[src/rtl/phase_detector_if.sv]
// Signal bundle between the phase detector and the loop filter side.
// The detector uses the slave modport; whatever drives the clock inputs uses master.
interface phase_detector_if #(
  parameter int unsigned WIDTH = 20
);
  logic             reference_i;
  logic             generated_i;
  logic [WIDTH-1:0] pd_clock_cycles_o;

  modport master (
    output reference_i,
    output generated_i,
    input  pd_clock_cycles_o
  );

  modport slave (
    input  reference_i,
    input  generated_i,
    output pd_clock_cycles_o
  );
endinterface

[src/rtl/phase_detector.sv]
// Time-to-digital phase detector: signed cycle distance between a reference rising edge
// and the nearest generated-clock rising edge, held until the next measurement completes.
module phase_detector #(
  parameter int unsigned WIDTH = 20
) (
  input  logic            fpga_clk_i,
  input  logic            reset_i,
  phase_detector_if.slave pd_if
);

  localparam logic [WIDTH-1:0] CntMax = {1'b0, {(WIDTH-1){1'b1}}};

  typedef enum logic [1:0] {StIdle, StGenLead, StRefLead} state_e;

  // [0],[1] synchronise, [2] delays [1] for rising-edge detection
  logic [2:0] ref_sync_q, gen_sync_q;
  logic       ref_rise, gen_rise;

  state_e           state_q, state_d;
  logic [WIDTH-1:0] cnt_q, cnt_d;
  logic [WIDTH-1:0] out_q, out_d;
  logic [WIDTH-1:0] cnt_inc;

  always_ff @(posedge fpga_clk_i) begin
    if (reset_i) begin
      ref_sync_q <= '0;
      gen_sync_q <= '0;
    end else begin
      ref_sync_q <= {ref_sync_q[1:0], pd_if.reference_i};
      gen_sync_q <= {gen_sync_q[1:0], pd_if.generated_i};
    end
  end

  assign ref_rise = ref_sync_q[1] & ~ref_sync_q[2];
  assign gen_rise = gen_sync_q[1] & ~gen_sync_q[2];

  // Saturating increment doubles as the completed-measurement magnitude (counter + 1)
  assign cnt_inc = (cnt_q == CntMax) ? CntMax : cnt_q + 1'b1;

  always_comb begin
    state_d = state_q;
    cnt_d   = cnt_q;
    out_d   = out_q;
    case (state_q)
      StIdle: begin
        if (gen_rise && ref_rise) begin
          out_d = '0;
        end else if (gen_rise) begin
          cnt_d   = '0;
          state_d = StGenLead;
        end else if (ref_rise) begin
          cnt_d   = '0;
          state_d = StRefLead;
        end
      end
      StGenLead: begin
        if (ref_rise) begin
          out_d   = cnt_inc;
          state_d = StIdle;
        end else if (gen_rise) begin
          cnt_d = '0;
        end else begin
          cnt_d = cnt_inc;
        end
      end
      StRefLead: begin
        if (gen_rise) begin
          out_d   = -cnt_inc;
          state_d = StIdle;
        end else if (ref_rise) begin
          cnt_d = '0;
        end else begin
          cnt_d = cnt_inc;
        end
      end
      default: begin
        state_d = StIdle;
      end
    endcase
  end

  always_ff @(posedge fpga_clk_i) begin
    if (reset_i) begin
      state_q <= StIdle;
      cnt_q   <= '0;
      out_q   <= '0;
    end else begin
      state_q <= state_d;
      cnt_q   <= cnt_d;
      out_q   <= out_d;
    end
  end

  assign pd_if.pd_clock_cycles_o = out_q;

endmodule

[src/flat_wrapper.sv]
// flat-port wrapper written by rule: the top's interface ports become plain ports
module phase_detector_flat 
#(
  parameter int unsigned WIDTH = 20
)
  (fpga_clk_i, reset_i, pd_if_reference_i, pd_if_generated_i, pd_if_pd_clock_cycles_o);
  phase_detector_if #(.WIDTH(WIDTH)) pd_if_i ();
  input  logic fpga_clk_i;
  input  logic reset_i;
  input wire logic [$bits(pd_if_i.reference_i)-1:0] pd_if_reference_i;
  input wire logic [$bits(pd_if_i.generated_i)-1:0] pd_if_generated_i;
  output wire logic [$bits(pd_if_i.pd_clock_cycles_o)-1:0] pd_if_pd_clock_cycles_o;
  assign pd_if_i.reference_i = pd_if_reference_i;
  assign pd_if_i.generated_i = pd_if_generated_i;
  assign pd_if_pd_clock_cycles_o = pd_if_i.pd_clock_cycles_o;
  phase_detector #(.WIDTH(WIDTH)) u_core (.fpga_clk_i(fpga_clk_i), .reset_i(reset_i), .pd_if(pd_if_i));
endmodule
[config.mk]
export PLATFORM = sky130hd
export DESIGN_NAME = phase_detector_flat
export DESIGN_NICKNAME = d
export VERILOG_FILES = /design/src/rtl/phase_detector_if.sv /design/src/rtl/phase_detector.sv /design/src/flat_wrapper.sv
export SDC_FILE = /design/constraint.sdc
export NUM_CORES = 1
export LEC_CHECK = 0
export CORE_MARGIN = 2
export CORE_UTILIZATION = 49
export CTS_CLUSTER_SIZE = 24
export DETAILED_ROUTE_END_ITERATION = 8
export PLACE_DENSITY = 0.69
export SLEW_MARGIN = 20
export SYNTH_ARGS = -nofsm -noshare
export SYNTH_HDL_FRONTEND = slang
export SYNTH_SLANG_ARGS = --single-unit
[constraint.sdc]
create_clock -name fpga_clk_i -period 3.5 [get_ports fpga_clk_i]
set_clock_uncertainty 0.15 [all_clocks]
set_input_delay 0.35 -clock fpga_clk_i [delete_from_list [all_inputs] [get_ports fpga_clk_i]]
set_output_delay 0.35 -clock fpga_clk_i [all_outputs]
set_load 0.005 [all_outputs]
* Yosys cells after proc, flatten, opt, wreduce, memory -nomap -nowiden
Index checks and enable logic that the tools add are counted.
Storage, ports and cells: bits in registers 48, bits in latches 0, RAM bits 0, ROM bits 0, bits of input ports 4, output and inout port bits 20, logic and storage cells 46, memories 0
Operators by class: add/sub/neg operators 2, $mul 0, div/mod/pow operators 0, magnitude comparators 0, eq/ne operators 10, shift operators 0, multiplexer cells 19, bitwise logic cells 4, reduce and logical (&&, ||, !) cells 6
Operator list (number):
- two-way mux 20 bit | 11
- case mux 20 bit (3 select lines) | 2
- adder 20 x 1 -> 20 bit, second input constant | 1
- == test 20 x 19 -> 1 bit, second input constant | 1
- negation 20 bit | 1
- two-way mux 2 bit | 5
- AND reduction 4 bit | 2
- inequality test 2 x 1 -> 1 bit, second input constant | 3
- inequality test 2 bit, second input constant | 3
- case mux 2 bit (3 select lines) | 1
- AND reduction 5 bit | 1
- inequality test 3 x 1 -> 1 bit, second input constant | 1
- nonzero test 3 bit | 1
- AND 1 bit | 2
- == test 2 x 1 -> 1 bit, second input constant | 1
- == test 2 bit, second input constant | 1
- logical NOT 2 bit | 1
- inverter 1 bit | 2
- logical AND 1 bit | 1

* Logic depth before layout (Yosys ltp)
depth in word-level cells 6, gate-level depth with buffers 14, mapped depth without buffers 13

* Worst setup path after synthesis
No wires, ideal clock.
path type flip-flop to flip-flop, start point register u_core.cnt_q[0], end point register u_core.out_q[18] (netlist: u_core.pd_if.pd_clock_cycles_o[18]), setup time 122 ps, arrival time 2884 ps, required time 3228 ps, path slack 344 ps, stages on the path, launching flop included 15, buffers on the path 1, period minus slack after synthesis 3156 ps, cells stage by stage dfxtp_1 ha_1 nand3_2 nor3_4 nand2_1 clkbuf_1 nand2_1 inv_1 ha_1 inv_1 a211oi_1 nand3_1 nor4_2 nor3b_1 a221o_1
On the way: cells in the longest elaborated chain, start to end 5, elaborated cells between the ends (all ways) 7, those cells by class 2 x add/sub; 1 x eq/ne; 4 x mux
RTL lines:
- start: declaration | line phase_detector.sv:20 | logic [WIDTH-1:0] cnt_q, cnt_d;
- start signal: assignment | line phase_detector.sv:89 | cnt_q <= cnt_d;
- adder 20 x 1 -> 20 bit / == test 20 x 19 -> 1 bit (equally long branches) | line phase_detector.sv:38 | assign cnt_inc = (cnt_q == CntMax) ? CntMax : cnt_q + 1'b1;
- two-way mux 20 bit * | line phase_detector.sv:38
- negation 20 bit | line phase_detector.sv:68 | out_d = -cnt_inc;
- two-way mux 20 bit | line phase_detector.sv:67 | if (gen_rise) begin
- case mux 20 bit (3 select lines) * | line phase_detector.sv:44 | case (state_q)
- end signal: assignment | line phase_detector.sv:90 | out_q <= out_d;
- end: declaration | line phase_detector.sv:21 | logic [WIDTH-1:0] out_q, out_d;
Mark *: on every way between the ends. The rest lies on a longest branch, timed or not. The select of a mux whose other input is x is not followed. A chain may end at the register's enable or synchronous reset.

* Worst setup path after layout
start point register u_core.cnt_q[0], end point register u_core.out_q[15] (netlist: u_core.pd_if.pd_clock_cycles_o[15])
The elaborated chain is that of the path after synthesis.

==> impl_results.html <==
<table>
<tr><th>Metric</th><th>Value</th></tr>
<tr><th colspan="2">Setup path</th></tr>
<tr><td>Stage delay of the slowest cell on the critical path</td><td>0.55 ns</td></tr>
<tr><td>Critical-path cell list</td><td>ha_1 &gt; nand3_2 &gt; nor3_4 &gt; mux2i_1 &gt; nand4_1 &gt; or4b_1 &gt; o211ai_1 &gt; and3_1</td></tr>
<tr><td>Crit Path Class</td><td>reg -&gt; reg</td></tr>
<tr><td>Critical path arrival</td><td>around 3.3 ns</td></tr>
<tr><td>Peak fanout along the critical path</td><td>8</td></tr>
<tr><td>CP Capture Type</td><td>flop</td></tr>
<tr><td>Launching element type of the critical path</td><td>flop</td></tr>
<tr><td>Family with the most delay on the worst path</td><td>simple AND/OR/NAND/NOR gates</td></tr>
<tr><td>Slowest stage cell, crit path</td><td>sky130_fd_sc_hd__or4b_1</td></tr>
<tr><td>Required time of the critical path</td><td>3.60 ns</td></tr>
<tr><td>Sum of buffers and inverters on the critical path</td><td>0</td></tr>
<tr><th colspan="2">Place</th></tr>
<tr><td>Cells after DPL</td><td>approximately 460</td></tr>
<tr><td>Final weighted congestion in routability-driven placement</td><td>0.8715</td></tr>
<tr><td>Minimum setup slack after placement</td><td>0.3281 ns</td></tr>
<tr><td>Number of buffers added on ports</td><td>23</td></tr>
<tr><td>HPWL after detailed placement</td><td>5588 um</td></tr>
<tr><th colspan="2">Power</th></tr>
<tr><td>Leakage</td><td>around 1.2 nW</td></tr>
<tr><td>Max IR drop VDD</td><td>0.2222 mV</td></tr>
<tr><td>Power density of the placed cells</td><td>291.8 nW/um2</td></tr>
<tr><th colspan="2">Floorplanning</th></tr>
<tr><td>Std cell rows</td><td>28</td></tr>
<tr><td># IOs</td><td>24</td></tr>
<tr><td>Die Y</td><td>82.06 um</td></tr>
<tr><td>Initial Utilization</td><td>0.5042</td></tr>
<tr><td>Die outline width</td><td>82.06 um</td></tr>
<tr><td>Area of the die</td><td>6733 um2</td></tr>
<tr><td>Core region area</td><td>5921 um2</td></tr>
<tr><th colspan="2">Yosys</th></tr>
<tr><td>Synthesized Nets</td><td>between 300 and 400</td></tr>
<tr><td>Netlist cell types</td><td>61</td></tr>
<tr><td>Cells after synthesis</td><td>374</td></tr>
<tr><td>Proportion of synthesized chip area in sequential cells</td><td>0.3219</td></tr>
<tr><td>Number of synthesized register bits</td><td>48</td></tr>
<tr><td>Post-Synthesis Mean Instance Area</td><td>7.982 um2</td></tr>
<tr><td>Top cell type by total area after synthesis</td><td>sky130_fd_sc_hd__dfxtp_1</td></tr>
<tr><td>Biggest area contributors in the synthesized netlist</td><td>sky130_fd_sc_hd__dfxtp_1 32%, sky130_fd_sc_hd__a22oi_1 6.5%, sky130_fd_sc_hd__nand2_1 5.7%</td></tr>
<tr><td>Share of the synthesized area in the top cell type</td><td>0.3219</td></tr>
<tr><td>Number of warnings reported in the yosys synthesis log</td><td>0</td></tr>
<tr><td>FFs w/ async S/R, synth</td><td>0</td></tr>
<tr><td>Post-synth top flop</td><td>sky130_fd_sc_hd__dfxtp_1</td></tr>
<tr><td>Count of flip-flops with a built-in enable after synthesis</td><td>0</td></tr>
<tr><td>Post-synthesis cell area</td><td>2985 um2</td></tr>
<tr><th colspan="2">Routing</th></tr>
<tr><td>Count of routing violations after the opening detailed-route iteration</td><td>233</td></tr>
<tr><td>Final routed wire length divided by cell count</td><td>16.91 um</td></tr>
<tr><td>Uppermost routed layer</td><td>met4</td></tr>
<tr><td>Number of detailed-routing iterations run before antenna repair</td><td>4</td></tr>
<tr><td>Final WL</td><td>7931 um</td></tr>
<tr><td>Met2 WL</td><td>3597 um</td></tr>
<tr><td>Wire length on met3</td><td>284 um</td></tr>
<tr><td>Total vias in the final route</td><td>2883</td></tr>
<tr><td>Drt via density</td><td>6.147</td></tr>
<tr><td>Total DRC errors in the routed layout</td><td>0</td></tr>
<tr><td>Met1 layer wirelength in the final routing</td><td>3989 um</td></tr>
<tr><td>ANT nets after route</td><td>0</td></tr>
<tr><th colspan="2">Timing</th></tr>
<tr><td>Smallest hold slack</td><td>0.2994 ns</td></tr>
<tr><td>Worst Setup Slack, final</td><td>0.3277 ns</td></tr>
<tr><td>Transition time at the pin with the least slew margin</td><td>0.6935 ns</td></tr>
<tr><td>Final Hold Viols</td><td>0</td></tr>
<tr><td>Unrepaired setup endpoints after global routing</td><td>false</td></tr>
<tr><td>Time the final worst path needs with I/O delays and setup</td><td>3.172 ns</td></tr>
<tr><td>Summed negative setup slack over all endpoints</td><td>0 ns</td></tr>
<tr><td>Max Transition Viols Final</td><td>0</td></tr>
<tr><td>Slew margin rel.</td><td>0.5377</td></tr>
<tr><td>Achievable Freq</td><td>roughly 0.32 GHz</td></tr>
<tr><td>Setup Viol. Count Final</td><td>0</td></tr>
<tr><td>Period utilisation layout</td><td>0.9064</td></tr>
<tr><th colspan="2">Global route</th></tr>
<tr><td>Pin count of the biggest net entering global routing</td><td>43</td></tr>
<tr><td>Global routing usage summed across all routing layers</td><td>0.2543</td></tr>
<tr><td>Global-route wire length before repair</td><td>13220 um</td></tr>
<tr><td>Overall overflow remaining after global route</td><td>0</td></tr>
<tr><td>Initial antenna violation count</td><td>0</td></tr>
<tr><td>Number of global-route vias before repair</td><td>2577</td></tr>
<tr><th colspan="2">Min path</th></tr>
<tr><td>Path category of the worst min-delay check</td><td>reg -&gt; reg</td></tr>
<tr><th colspan="2">Clocking</th></tr>
<tr><td>TritonCTS buffer count</td><td>5</td></tr>
<tr><td>Number of levels in the clock H-tree</td><td>2</td></tr>
<tr><td>Hold-fix buffers at CTS</td><td>0</td></tr>
<tr><td>TritonCTS clock tree</td><td>built</td></tr>
<tr><td>Clock latency reported for the late side of the worst-skew pair</td><td>0.31 ns</td></tr>
<tr><td>Cell at the root of the clock tree</td><td>sky130_fd_sc_hd__clkbuf_8</td></tr>
<tr><td>Max Root-Sink Buffers</td><td>2</td></tr>
<tr><td>Post-CTS Setup Bufs</td><td>0</td></tr>
<tr><td>Clock Sink Count</td><td>48</td></tr>
<tr><td>Number of gates given a new drive strength after cts</td><td>0</td></tr>
<tr><td>Clock-pin slew reported for the worst setup and hold paths after clock tree synthesis</td><td>0.10 ns</td></tr>
<tr><th colspan="2">Layout</th></tr>
<tr><td>Sequential standard cell area</td><td>960.9 um2</td></tr>
<tr><td>Non-filler cells, final</td><td>469</td></tr>
<tr><td>Footprint of the multi-input gates</td><td>about 1900 um2</td></tr>
<tr><td>Ratio of cells with drive above 1 in the final layout</td><td>0.08376</td></tr>
<tr><td>Inserted Diodes</td><td>0</td></tr>
<tr><td>NumNets Final</td><td>404</td></tr>
<tr><td>Layout overhead on the synthesized area</td><td>13.41%</td></tr>
<tr><td>Core occupancy in the finished layout</td><td>0.5719</td></tr>
<tr><td>Filler instances</td><td>573</td></tr>
<tr><th colspan="2">Status</th></tr>
<tr><td>Result of the run</td><td>complete, no violations</td></tr>
<tr><th colspan="2">Run</th></tr>
<tr><td>Total of max-cap violations</td><td>0</td></tr>
</table>
[layout make-up]
| cell class | instances | area share |
|---|---|---|
| Clock buffer | 6 | 0.02143 |
| Tap cell | 75 | 0.02772 |
| Sequential cell | 48 | 0.2838 |
| Inverter | 12 | 0.01330 |
| Multi-Input combinational cell | 292 | 0.5576 |
| Clock inverter | 1 | 0.001478 |
| Timing Repair Buffer | 35 | 0.09460 |
[Yosys cell counts, types with 6 or more instances]
library cell	instances
sky130_fd_sc_hd__nor2b_1	9
sky130_fd_sc_hd__nand3_1	14
sky130_fd_sc_hd__inv_1	11
sky130_fd_sc_hd__nor2_1	38
sky130_fd_sc_hd__dfxtp_1	48
sky130_fd_sc_hd__nand4_1	11
sky130_fd_sc_hd__xor2_1	12
sky130_fd_sc_hd__a22oi_1	26
sky130_fd_sc_hd__o21ai_0	18
sky130_fd_sc_hd__clkbuf_1	14
sky130_fd_sc_hd__nor3_1	11
sky130_fd_sc_hd__ha_1	6
sky130_fd_sc_hd__nand2_1	45
sky130_fd_sc_hd__a21oi_1	17
sky130_fd_sc_hd__buf_2	6
sky130_fd_sc_hd__nor4_1	10
sky130_fd_sc_hd__xnor2_1	8
sky130_fd_sc_hd__mux2i_1	8
[power breakdown]
part	internal (mW)	switching [mW]
Sequential	0.551	0.00392
Combinational	0.0317	0.0752
Clock	0.137	0.190
[through the flow]
| stage | power (mW) | instance area, um2 |
|---|---|---|
| floorplan | 0.6410 | 2985 |
| global placement | 0.6702 | 3303 |
| detailed placement | 0.6716 | 3303 |
| CTS | 0.9875 | 3381 |
| global route | 1.024 | 3386 |
| finish | 0.9881 | 3386 |
[logic make-up after synthesis]
kind of cell,count (synthesis),share of synthesized area
compound gates,94,0.2272
xor+xnor,20,0.05868
fa+ha+maj,6,0.02515
buf+inv,34,0.04904
flops,48,0.3219
mux,9,0.03060
simple gates,163,0.2875
[registers in the layout, summed over array words and instances (netlist names)]
register and count:
u_core.ref_sync_q 3, u_core.gen_sync_q 3, u_core.cnt_q 20, u_core.state_q 2
u_core.pd_if.pd_clock_cycles_o 20
[worst paths after layout]
path	startpoint	to	slack, ns	depth (start not counted)
worst min register to register	u_core.ref_sync_q[0]	u_core.ref_sync_q[1]	0.30	1
worst max register to register	u_core.cnt_q[0]	u_core.pd_if.pd_clock_cycles_o[15]	0.33	8
worst max-delay path	u_core.cnt_q[0]	u_core.pd_if.pd_clock_cycles_o[15]	0.33	8
worst min-delay path	u_core.ref_sync_q[0]	u_core.ref_sync_q[1]	0.30	1
[placed cells by master, fill, tap and decap left out, types with 2 or more instances in the layout]
cell type	n
sky130_fd_sc_hd__nand2_1	45
sky130_fd_sc_hd__a32oi_1	2
sky130_fd_sc_hd__a21o_1	2
sky130_fd_sc_hd__nor2_1	38
sky130_fd_sc_hd__clkdlybuf4s50_1	23
sky130_fd_sc_hd__inv_1	11
sky130_fd_sc_hd__and2_1	2
sky130_fd_sc_hd__a22oi_1	26
sky130_fd_sc_hd__o22ai_1	2
sky130_fd_sc_hd__clkbuf_8	5
sky130_fd_sc_hd__a222oi_1	2
sky130_fd_sc_hd__ha_1	6
sky130_fd_sc_hd__nand2b_1	4
sky130_fd_sc_hd__nor4_1	10
sky130_fd_sc_hd__nor2b_1	9
sky130_fd_sc_hd__a22o_1	2
sky130_fd_sc_hd__and4_1	2
sky130_fd_sc_hd__a21oi_1	17
sky130_fd_sc_hd__o21ai_0	18
sky130_fd_sc_hd__nand4_1	11
sky130_fd_sc_hd__xor2_1	12
sky130_fd_sc_hd__a2bb2oi_1	2
sky130_fd_sc_hd__o31ai_1	3
sky130_fd_sc_hd__nor4_2	2
sky130_fd_sc_hd__a221o_1	2
sky130_fd_sc_hd__nand3_1	14
sky130_fd_sc_hd__buf_4	12
sky130_fd_sc_hd__and3_1	3
sky130_fd_sc_hd__nor3_1	10
sky130_fd_sc_hd__o211ai_1	2
sky130_fd_sc_hd__xnor2_1	8
sky130_fd_sc_hd__mux2i_1	8
sky130_fd_sc_hd__dfxtp_1	48
sky130_fd_sc_hd__or4_1	2
[per-layer routing]
layer / up-vias / global-route usage
met5: - / 0
met3: 7 / 0.04725
met4: 0 / 0.03833
li1: 1408 / -
met2: 64 / 0.4154
met1: 1404 / 0.3553
Note: power is estimated with default switching activity, not from simulation.
